[src/rtl/keypad_pkg.sv]
// Shared types, sizes and key-code map for the 4x4 hex keypad scanner.
package keypad_pkg;

    localparam int unsigned KP_ROWS = 4;
    localparam int unsigned KP_COLS = 4;
    localparam int unsigned KP_IDX_W = 2;

    typedef enum logic [1:0] {
        SCAN     = 2'd0,
        DEBOUNCE = 2'd1,
        HELD     = 2'd2
    } kp_state_t;

    typedef struct packed {
        logic [KP_IDX_W-1:0] row;
        logic [KP_IDX_W-1:0] col;
    } kp_key_t;

    // Rows top-to-bottom, columns left-to-right.
    function automatic logic [3:0] kp_map(input logic [KP_IDX_W-1:0] row,
                                          input logic [KP_IDX_W-1:0] col);
        logic [3:0] code;
        case ({row, col})
            4'h0: code = 4'h1;
            4'h1: code = 4'h2;
            4'h2: code = 4'h3;
            4'h3: code = 4'hA;
            4'h4: code = 4'h4;
            4'h5: code = 4'h5;
            4'h6: code = 4'h6;
            4'h7: code = 4'hB;
            4'h8: code = 4'h7;
            4'h9: code = 4'h8;
            4'hA: code = 4'h9;
            4'hB: code = 4'hC;
            4'hC: code = 4'hE;
            4'hD: code = 4'h0;
            4'hE: code = 4'hF;
            default: code = 4'hD;
        endcase
        return code;
    endfunction

endpackage

[src/rtl/sync_2ff.sv]
// Two-flop synchroniser for asynchronous level inputs; idles at all-ones.
module sync_2ff #(
    parameter int unsigned WIDTH = 4
) (
    input  logic             clk,
    input  logic             rst_n,
    input  logic [WIDTH-1:0] d_i,
    output logic [WIDTH-1:0] q_o
);

    logic [WIDTH-1:0] meta_q;
    logic [WIDTH-1:0] sync_q;

    always_ff @(posedge clk) begin
        if (!rst_n) begin
            meta_q <= '1;
            sync_q <= '1;
        end else begin
            meta_q <= d_i;
            sync_q <= meta_q;
        end
    end

    assign q_o = sync_q;

endmodule

[src/rtl/keypad_scan.sv]
// 4x4 keypad column scanner with per-dwell debounce of press and release.
module keypad_scan
    import keypad_pkg::*;
#(
    parameter logic [15:0] SCAN_DIV  = 16'd1000,
    parameter logic [3:0]  DEB_COUNT = 4'd4
) (
    input  logic       clk,
    input  logic       rst_n,
    input  logic [3:0] row_n,
    output logic [3:0] col_n,
    output logic [1:0] scan_col,
    output logic [3:0] key_code,
    output logic       key_valid,
    output logic       key_held
);

    logic [3:0]  row_s;
    logic [15:0] div_q, div_d;
    kp_state_t   state_q, state_d;
    logic [1:0]  col_q, col_d;
    kp_key_t     cand_q, cand_d;
    logic [3:0]  deb_q, deb_d;
    logic [3:0]  code_q, code_d;
    logic        valid_q, valid_d;
    logic        held_q, held_d;
    logic [3:0]  coln_q, coln_d;

    logic        tick;
    logic        samp_none;
    logic        samp_ok;
    logic [1:0]  samp_row;
    logic [3:0]  deb_inc;
    logic        accept;

    sync_2ff #(.WIDTH(KP_ROWS)) u_row_sync (
        .clk   (clk),
        .rst_n (rst_n),
        .d_i   (row_n),
        .q_o   (row_s)
    );

    assign tick      = (div_q == SCAN_DIV - 16'd1);
    assign samp_none = &row_s;
    assign deb_inc   = (deb_q == 4'hF) ? deb_q : deb_q + 4'd1;

    // Only a single low row is a usable sample; anything else is ghosting.
    always_comb begin
        samp_ok  = 1'b0;
        samp_row = 2'd0;
        case (row_s)
            4'b1110: begin samp_ok = 1'b1; samp_row = 2'd0; end
            4'b1101: begin samp_ok = 1'b1; samp_row = 2'd1; end
            4'b1011: begin samp_ok = 1'b1; samp_row = 2'd2; end
            4'b0111: begin samp_ok = 1'b1; samp_row = 2'd3; end
            default: ;
        endcase
    end

    always_comb begin
        div_d   = tick ? 16'd0 : div_q + 16'd1;
        state_d = state_q;
        col_d   = col_q;
        cand_d  = cand_q;
        deb_d   = deb_q;
        code_d  = code_q;
        valid_d = 1'b0;
        held_d  = held_q;
        accept  = 1'b0;

        if (tick) begin
            case (state_q)
                SCAN: begin
                    if (samp_ok) begin
                        cand_d.row = samp_row;
                        cand_d.col = col_q;
                        deb_d      = 4'd1;
                        if (DEB_COUNT <= 4'd1) accept = 1'b1;
                        else                   state_d = DEBOUNCE;
                    end else begin
                        col_d = col_q + 2'd1;
                    end
                end
                DEBOUNCE: begin
                    if (samp_ok && (samp_row == cand_q.row)) begin
                        deb_d = deb_inc;
                        if (deb_inc >= DEB_COUNT) accept = 1'b1;
                    end else begin
                        state_d = SCAN;
                        col_d   = col_q + 2'd1;
                    end
                end
                HELD: begin
                    deb_d = samp_none ? deb_inc : 4'd0;
                    if (samp_none && (deb_inc >= DEB_COUNT)) begin
                        state_d = SCAN;
                        held_d  = 1'b0;
                        col_d   = col_q + 2'd1;
                    end
                end
                default: state_d = SCAN;
            endcase
        end

        // Release counting restarts from zero once the key is accepted.
        if (accept) begin
            state_d = HELD;
            deb_d   = 4'd0;
            code_d  = kp_map(cand_d.row, cand_d.col);
            valid_d = 1'b1;
            held_d  = 1'b1;
        end

        coln_d = ~(4'b0001 << col_d);
    end

    always_ff @(posedge clk) begin
        if (!rst_n) begin
            div_q   <= 16'd0;
            state_q <= SCAN;
            col_q   <= 2'd0;
            cand_q  <= '0;
            deb_q   <= 4'd0;
            code_q  <= 4'd0;
            valid_q <= 1'b0;
            held_q  <= 1'b0;
            coln_q  <= 4'b1110;
        end else begin
            div_q   <= div_d;
            state_q <= state_d;
            col_q   <= col_d;
            cand_q  <= cand_d;
            deb_q   <= deb_d;
            code_q  <= code_d;
            valid_q <= valid_d;
            held_q  <= held_d;
            coln_q  <= coln_d;
        end
    end

    assign col_n     = coln_q;
    assign scan_col  = col_q;
    assign key_code  = code_q;
    assign key_valid = valid_q;
    assign key_held  = held_q;

endmodule

[config.mk]
export PLATFORM = sky130hd
export DESIGN_NAME = keypad_scan
export DESIGN_NICKNAME = d
export VERILOG_FILES = /design/src/rtl/keypad_pkg.sv /design/src/rtl/sync_2ff.sv /design/src/rtl/keypad_scan.sv
export SDC_FILE = /design/constraint.sdc
export NUM_CORES = 1
export LEC_CHECK = 0
export CORE_MARGIN = 2
export CORE_UTILIZATION = 35
export DETAILED_ROUTE_END_ITERATION = 8
export GPL_TIMING_DRIVEN = 0
export HOLD_SLACK_MARGIN = 0.03
export SETUP_SLACK_MARGIN = 0.15
export SLEW_MARGIN = 20
export SYNTH_ARGS = -nofsm -noshare
export SYNTH_HDL_FRONTEND = slang
export SYNTH_SLANG_ARGS = --single-unit
[constraint.sdc]
create_clock -name clk -period 3.05 [get_ports clk]
set_input_delay 0.61 -clock clk [delete_from_list [all_inputs] [get_ports clk]]
set_output_delay 0.61 -clock clk [all_outputs]
set_load 0.02 [all_outputs]
==> flow_metrics.env <==
export IMPL_synth_avg_cell_area_um2=8.50
export IMPL_clk_pin_slew_ns=0.08
export IMPL_postRouteAntennaNets=0
export IMPL_nFillCells=738
export IMPL_hpwl_mm=3.95
export IMPL_cts_buffer_depth=2
export IMPL_path_cells="or4_4, nor4_4, buf_4, nand2_1, mux2i_1, inv_1, ha_1, and3_1, o21ai_1, a31oi_1"
export IMPL_ys_seq_area_frac=0.372
export IMPL_yosysTopAreaCellShare=0.372
export IMPL_setup_worst_path_start_class="flip-flop"
export IMPL_synth_area_leaders="dfxtp_1 (37%), ha_1 (5.6%), nor2_1 (4.6%)"
export IMPL_yosysUniqueCellTypes=59
export IMPL_yosys_top_cells_count="dfxtp_1 (46), nor2_1 (30), nand2_1 (22), nand3_1 (18), o21ai_0 (17)"
export IMPL_grt_max_degree=14
export IMPL_holdCritStartpoint="u_row_sync.meta_q[0]$_SDFF_PN1_"
export IMPL_routed_wl_mm=5.34
export IMPL_leakagePower_nw=1.08
export IMPL_path_max_fanout=6
export IMPL_area_growth_syn_to_layout_pct=17.0
export IMPL_powerDensity_mw_per_mm2=392
export IMPL_yosys_register_bits=46
export IMPL_critPathCaptureType="flip-flop"
export IMPL_grt_usage=0.145
export IMPL_dieWidth_um=88.1
export IMPL_syn_num_nets=308
export IMPL_synth_edf_count=0
export IMPL_dp_cells=404
export IMPL_worst_path_max_delay_cell="or4_4"
export IMPL_fin_worst_skew_ns=0.00459
export IMPL_core_area_mm2=0.00683
export IMPL_postSynthCellCount=291
export IMPL_critPathKind="reg -> reg"
export IMPL_start_util=0.362
export IMPL_arrival_ns=2.91
export IMPL_cts_root_buf="clkbuf_8"
export IMPL_vias_per_cell=5.11
export IMPL_place_gp_congestion=0.835
export IMPL_fin_crit_sh=0.899
export IMPL_via_count=2115
export IMPL_cts_tree="yes"
export IMPL_max_stage_delay_ns=0.58
export IMPL_grt_pass1_wl_mm=8.84
export IMPL_holdWs_ns=0.410
export IMPL_maxCapViolCount=0
export IMPL_min_path_type="reg -> reg"
export IMPL_numPortBuffers=17
export IMPL_core_rowCount=30
export IMPL_synth_ff_type="dfxtp_1"
export IMPL_fin_cells=414
export IMPL_ios=18
export IMPL_drc=0
export IMPL_async_flop_share=0
export IMPL_netlist_area_mm2=0.00247
export IMPL_r2r_start="div_q[4]$_SDFF_PP0_"
export IMPL_clk_latency_ns=0.29
export IMPL_routedWlPerCell_um=12.9
export IMPL_drive_gt1_frac=0.0975
export IMPL_dieArea_mm2=0.00776
export IMPL_tns_ns=0
export IMPL_drt_iter0_markers=106
export IMPL_postCtsHoldBufs=0
export IMPL_yosys_area_top_type="dfxtp_1"
export IMPL_yosysWarnings=0
export IMPL_drv_slew=0
export IMPL_cts_buffers=5
export IMPL_critPathRequiredTime_ns=3.22
export IMPL_htreeDepth=2
export IMPL_period_minus_slack_ns=2.74
export IMPL_antenna_found_initial=0
export IMPL_final_hold_viol_count=0
export IMPL_grt_pass1_vias=1827
export IMPL_cts_sinks=46
export IMPL_fp_dieH_um=88.1
export IMPL_layout_nets=334
export IMPL_rsz0062_at_grt="true"
export IMPL_relSlewSlack=0.608
export IMPL_antenna_cells=0
export IMPL_grt_ovfl_total=0
export IMPL_critPathLaunch="div_q[4]$_SDFF_PP0_"
export IMPL_maxClockFrequency_mhz=365
export IMPL_setup_viol=0
export IMPL_dr_pass1_iters=4
export IMPL_max_vdd_ir_drop_mv=0.239
export IMPL_worst_slew_pin_slew_ns=0.582
export IMPL_status="finished clean"
export IMPL_yosysMostFrequentCell="dfxtp_1"
[layer usage]
layer / vias up / GRT usage / wire [um]
li1: 1101 / - / -
met1: 969 / 0.209 / 2760
met2: 38 / 0.218 / 2270
met3: 7 / 0.0292 / 212
met4: 0 / 0.0468 / 92
met5: - / 0 / 0
[critical path: cells and delay by family (launching register included)]
family | cells | cell delay (ns)
simple gates | 4 | 1.12
flops | 1 | 0.34
mux | 1 | 0.34
buf+inv | 2 | 0.33
fa+ha+maj | 1 | 0.29
compound gates | 2 | 0.20
[state kept, by name (all words and copies together), names as in the netlist]
| signal | cells |
|---|---|
| div_q | 16 |
| cand_q | 4 |
| col_n | 4 |
| deb_q | 4 |
| key_code | 4 |
| u_row_sync.meta_q | 4 |
| u_row_sync.q_o | 4 |
| scan_col | 2 |
| state_q | 2 |
| key_held | 1 |
| key_valid | 1 |
[what timing repair did]
item / 4_1_cts / 5_1_grt
endpoints found under the setup margin: 0 / 4
buffers inserted: 0 / 2
gates resized for setup: 0 / 6
[cell usage in the layout, fill, tap and decap left out, types with 10 or more instances in the layout]
cell             count
dfxtp_1             46
nand2b_1            10
nand2_1             22
xor2_1              11
clkdlybuf4s50_1     17
nor2_1              30
nand3_1             18
ha_1                11
a21oi_1             14
clkbuf_1            10
o21ai_0             17
[metrics by stage]
| step | util | power (mW) | setup WS [ns] | area [um2] |
|---|---|---|---|---|
| floorplan | - | 0.682 | 0.498 | 2470 |
| global placement | 0.405 | 0.705 | 0.212 | 2770 |
| detailed placement | 0.405 | 0.706 | 0.188 | 2770 |
| CTS | 0.420 | 1.15 | 0.173 | 2870 |
| global route | 0.424 | 1.19 | 0.117 | 2900 |
| finish | 0.424 | 1.13 | 0.308 | 2900 |
[final timing paths]
| kind | end | slack [ns] | cells past startpoint |
|---|---|---|---|
| worst min register to register | u_row_sync.q_o[0]$_SDFF_PN1_ | 0.41 | 1 |
| worst max-delay path | key_code[2]$_SDFFE_PN0P_ | 0.31 | 10 |
| worst min-delay path | u_row_sync.q_o[0]$_SDFF_PN1_ | 0.41 | 1 |
| worst max register to register | key_code[2]$_SDFFE_PN0P_ | 0.31 | 10 |
[kinds of logic after synthesis]
kind of cell / after synthesis / synth area share
adder cells (fa/ha/maj): 11 / 0.0556
XOR/XNOR: 16 / 0.0566
multiplexers: 4 / 0.0167
AO/OA/AOI/OAI: 63 / 0.173
AND/OR/NAND/NOR: 130 / 0.292
buffers and inverters: 21 / 0.0339
flip-flops: 46 / 0.372
[report_power, final]
group / switching [mW] / total [mW] / internal, mW
Sequential: 0.00668 / 0.617 / 0.610
Combinational: 0.0456 / 0.0757 / 0.0301
Clock: 0.197 / 0.442 / 0.245
[layout make-up]
cell class | count | area, um2 | share of cell area
repair buffers | 19 | 185 | 0.0639
plain buffers | 13 | 57.6 | 0.0199
clock inverters | 1 | 30.0 | 0.0104
flip-flops and latches | 46 | 921 | 0.318
well taps | 96 | 120 | 0.0415
inverters | 8 | 30.0 | 0.0104
clock buffers | 7 | 76.3 | 0.0263
multi-input cells | 224 | 1480 | 0.510
Note: power is estimated with default switching activity, not from simulation.
==> RTL edit, RTL diff (same flow settings) <==
Re-encode `kp_state_t` (3 states) as one-hot, 3 bits wide.
--- a/src/rtl/keypad_pkg.sv
+++ b/src/rtl/keypad_pkg.sv
@@ -6,8 +6,8 @@
     localparam int unsigned KP_IDX_W = 2;
 
-    typedef enum logic [1:0] {
-        SCAN     = 2'd0,
-        DEBOUNCE = 2'd1,
-        HELD     = 2'd2
+    typedef enum logic [2:0] {
+        SCAN     = 3'b001,
+        DEBOUNCE = 3'b010,
+        HELD     = 3'b100
     } kp_state_t;
 
Behaviour: same outputs for any inputs over 10 cycles, from zero or initial values and one cycle with rst_n low; not proved beyond that.
==> RTL edit against the original RTL <==
- power decreased by 2.8%
- routed wire length decreased by 2.0%
- hold slack improved by 0.0027 ns
- die area decreased by 2.0%
- cell count decreased by 6.8%
- non-clock buffer count fell by 9
- synthesized area decreased by 2.1%
- worst setup slack improved by 0.16 ns
- highest routed layer unchanged
- cell area shrank 2.3%
- utilization fell by 0.51 points
- sequential cell count grew 1
- largest power group unchanged
==> RTL edit: results (changes against the original RTL) <==
| Metric | Value |
|---|---|
| Outcome | finished, final reports clean |
| Maximum vdd drop | 0.000163 V (-32%) |
| Setup WS pre-CTS | 0.127 ns (-0.0613 ns) |
| Combinational fraction of design power | 5.2% (-1.5 points) |
| Drt total wl | 5230 um (-2.0%) |
| Critical Path Fanout Max | 7 (+1) |
| Register area share after synthesis | 38.8% (+1.6 points) |
| Int Power | 852 uW (-3.7%) |
| DR pass1 iterations | 4 (unchanged) |
| Synthesized flop and latch total | 47 (+2.2%) |
| Mapped Avg Cell Area | 8.62 um^2 (+1.4%) |
| Placed inst area | 2690 um^2 (-2.6%) |
| Syn nets | 294 (-4.5%) |
| Antenna violations before repair | 0 (unchanged) |
| Synth area leaders | dfxtp_1 39%, nor2_1 5.0%, nand2b_1 4.1% |
| Metal1 wirelength | 2670 um (-3.2%) |
| Clock Power | 417 uW (-5.7%) |
| Vias in the first global route | 1995 (+9.2%) |
| Share of layout cells above drive strength 1 | 8.82% (-0.92 points) |
| DR vias/cell | 5.29 (+3.6%) |
| Global-route wire length before repair | 9180 um (+3.9%) |
| Leak | 1.00 nW (-6.8%) |
| Slew @ Worst Pin | 0.622 ns (+0.0401 ns) |
| Met2 WL | 2360 um (+3.7%) |
| Total GRT Usage | 15.1% (+0.55 points) |
| Async S/R FF share, synth | 0% (unchanged) |
| Slowest stage cell, crit path | dfxtp_1 |
| Highest routed layer | met4 |
| Register bank with the most flops | div_q |
| Fin nets | 318 (-4.8%) |
| Share of power burned in the clock network | 37.8% (-1.2 points) |
| Global placer's final weighted congestion | 0.786 (-5.9%) |
| Post-DP HPWL | 3740 um (-5.4%) |
| Slowest stage delay, CP | 0.38 ns (-0.20 ns) |
| Clock insertion delay at the later pin of the skew report | about 0.30 ns |
| Synth cell count leaders | 47 x dfxtp_1, 32 x nor2_1, 24 x nand2_1, 16 x nand2b_1, 14 x o21ai_0 |
| Post-synth EDFFs | 0 (unchanged) |
| 1st-iter DRT viols | 171 (+61%) |
| Max FFs per register | 16 (unchanged) |
| Largest net degree at the start of global routing | 14 (unchanged) |
| Crit path DAT | 2.83 ns (-0.08 ns) |
| Cells after DPL | 378 (-6.4%) |
| Clock Skew | 0.00796 ns (+0.00337 ns) |
| WL met3 | 117 um (-45%) |
| Finished Layout Cells | 386 (-6.8%) |
## RTL edit: cell types whose count changed after synthesis, sizes merged, moves of 4 or more
cell | unedited run | this run
nand3 | 18 | 10
clkbuf | 10 | 5
nand2b | 11 | 16
o21ai | 19 | 14
or3 | 0 | 5
and2 | 2 | 6
ha | 11 | 7
or2 | 4 | 0
or4 | 4 | 0
xor2 | 11 | 7
## RTL edit: cell type report
cell class	count	area, um^2
repair buffers	17	170
clock buffers	8	100
inverters	12	45.0
multi-input cells	216	1450
plain buffers	6	27.5
flip-flops and latches	47	941
well taps	80	100
fillers	695	3930
## RTL edit: cell families after synthesis
kind of cell	count (synthesis)	share of synthesized area, %
adders and majority gates	7	3.61
buffers and inverters	18	2.99
DFF	47	38.8
xor gates and xnor gates	14	5.06
muxes	7	2.94
AOI/OAI and AO/OA	59	17.8
and+or+nand+nor	129	28.8
## RTL edit: final timing paths
path                                         from                           end  slack, ns  cells after the start
hold reg to reg   u_row_sync.meta_q[1]$_SDFF_PN1_  u_row_sync.q_o[1]$_SDFF_PN1_       0.41                      1
setup reg to reg              div_q[0]$_SDFF_PP0_      key_code[3]$_SDFFE_PN0P_       0.47                     12
hold / removal    u_row_sync.meta_q[1]$_SDFF_PN1_  u_row_sync.q_o[1]$_SDFF_PN1_       0.41                      1
setup / recovery              div_q[0]$_SDFF_PP0_      key_code[3]$_SDFFE_PN0P_       0.47                     12
## RTL edit: metal layers
layer  global-route usage [%]  vias up
met5                        0        -
met4                     6.01        0
met3                     2.65        7
met2                     23.7       24
met1                     20.5      952
li1                         -     1060
## RTL edit: what timing repair did
action,in CTS,in global routing
gates resized for setup,1,6
setup buffers,0,0
pin swaps,0,0
setup endpoints to repair,1,3
hold buffers,0,0
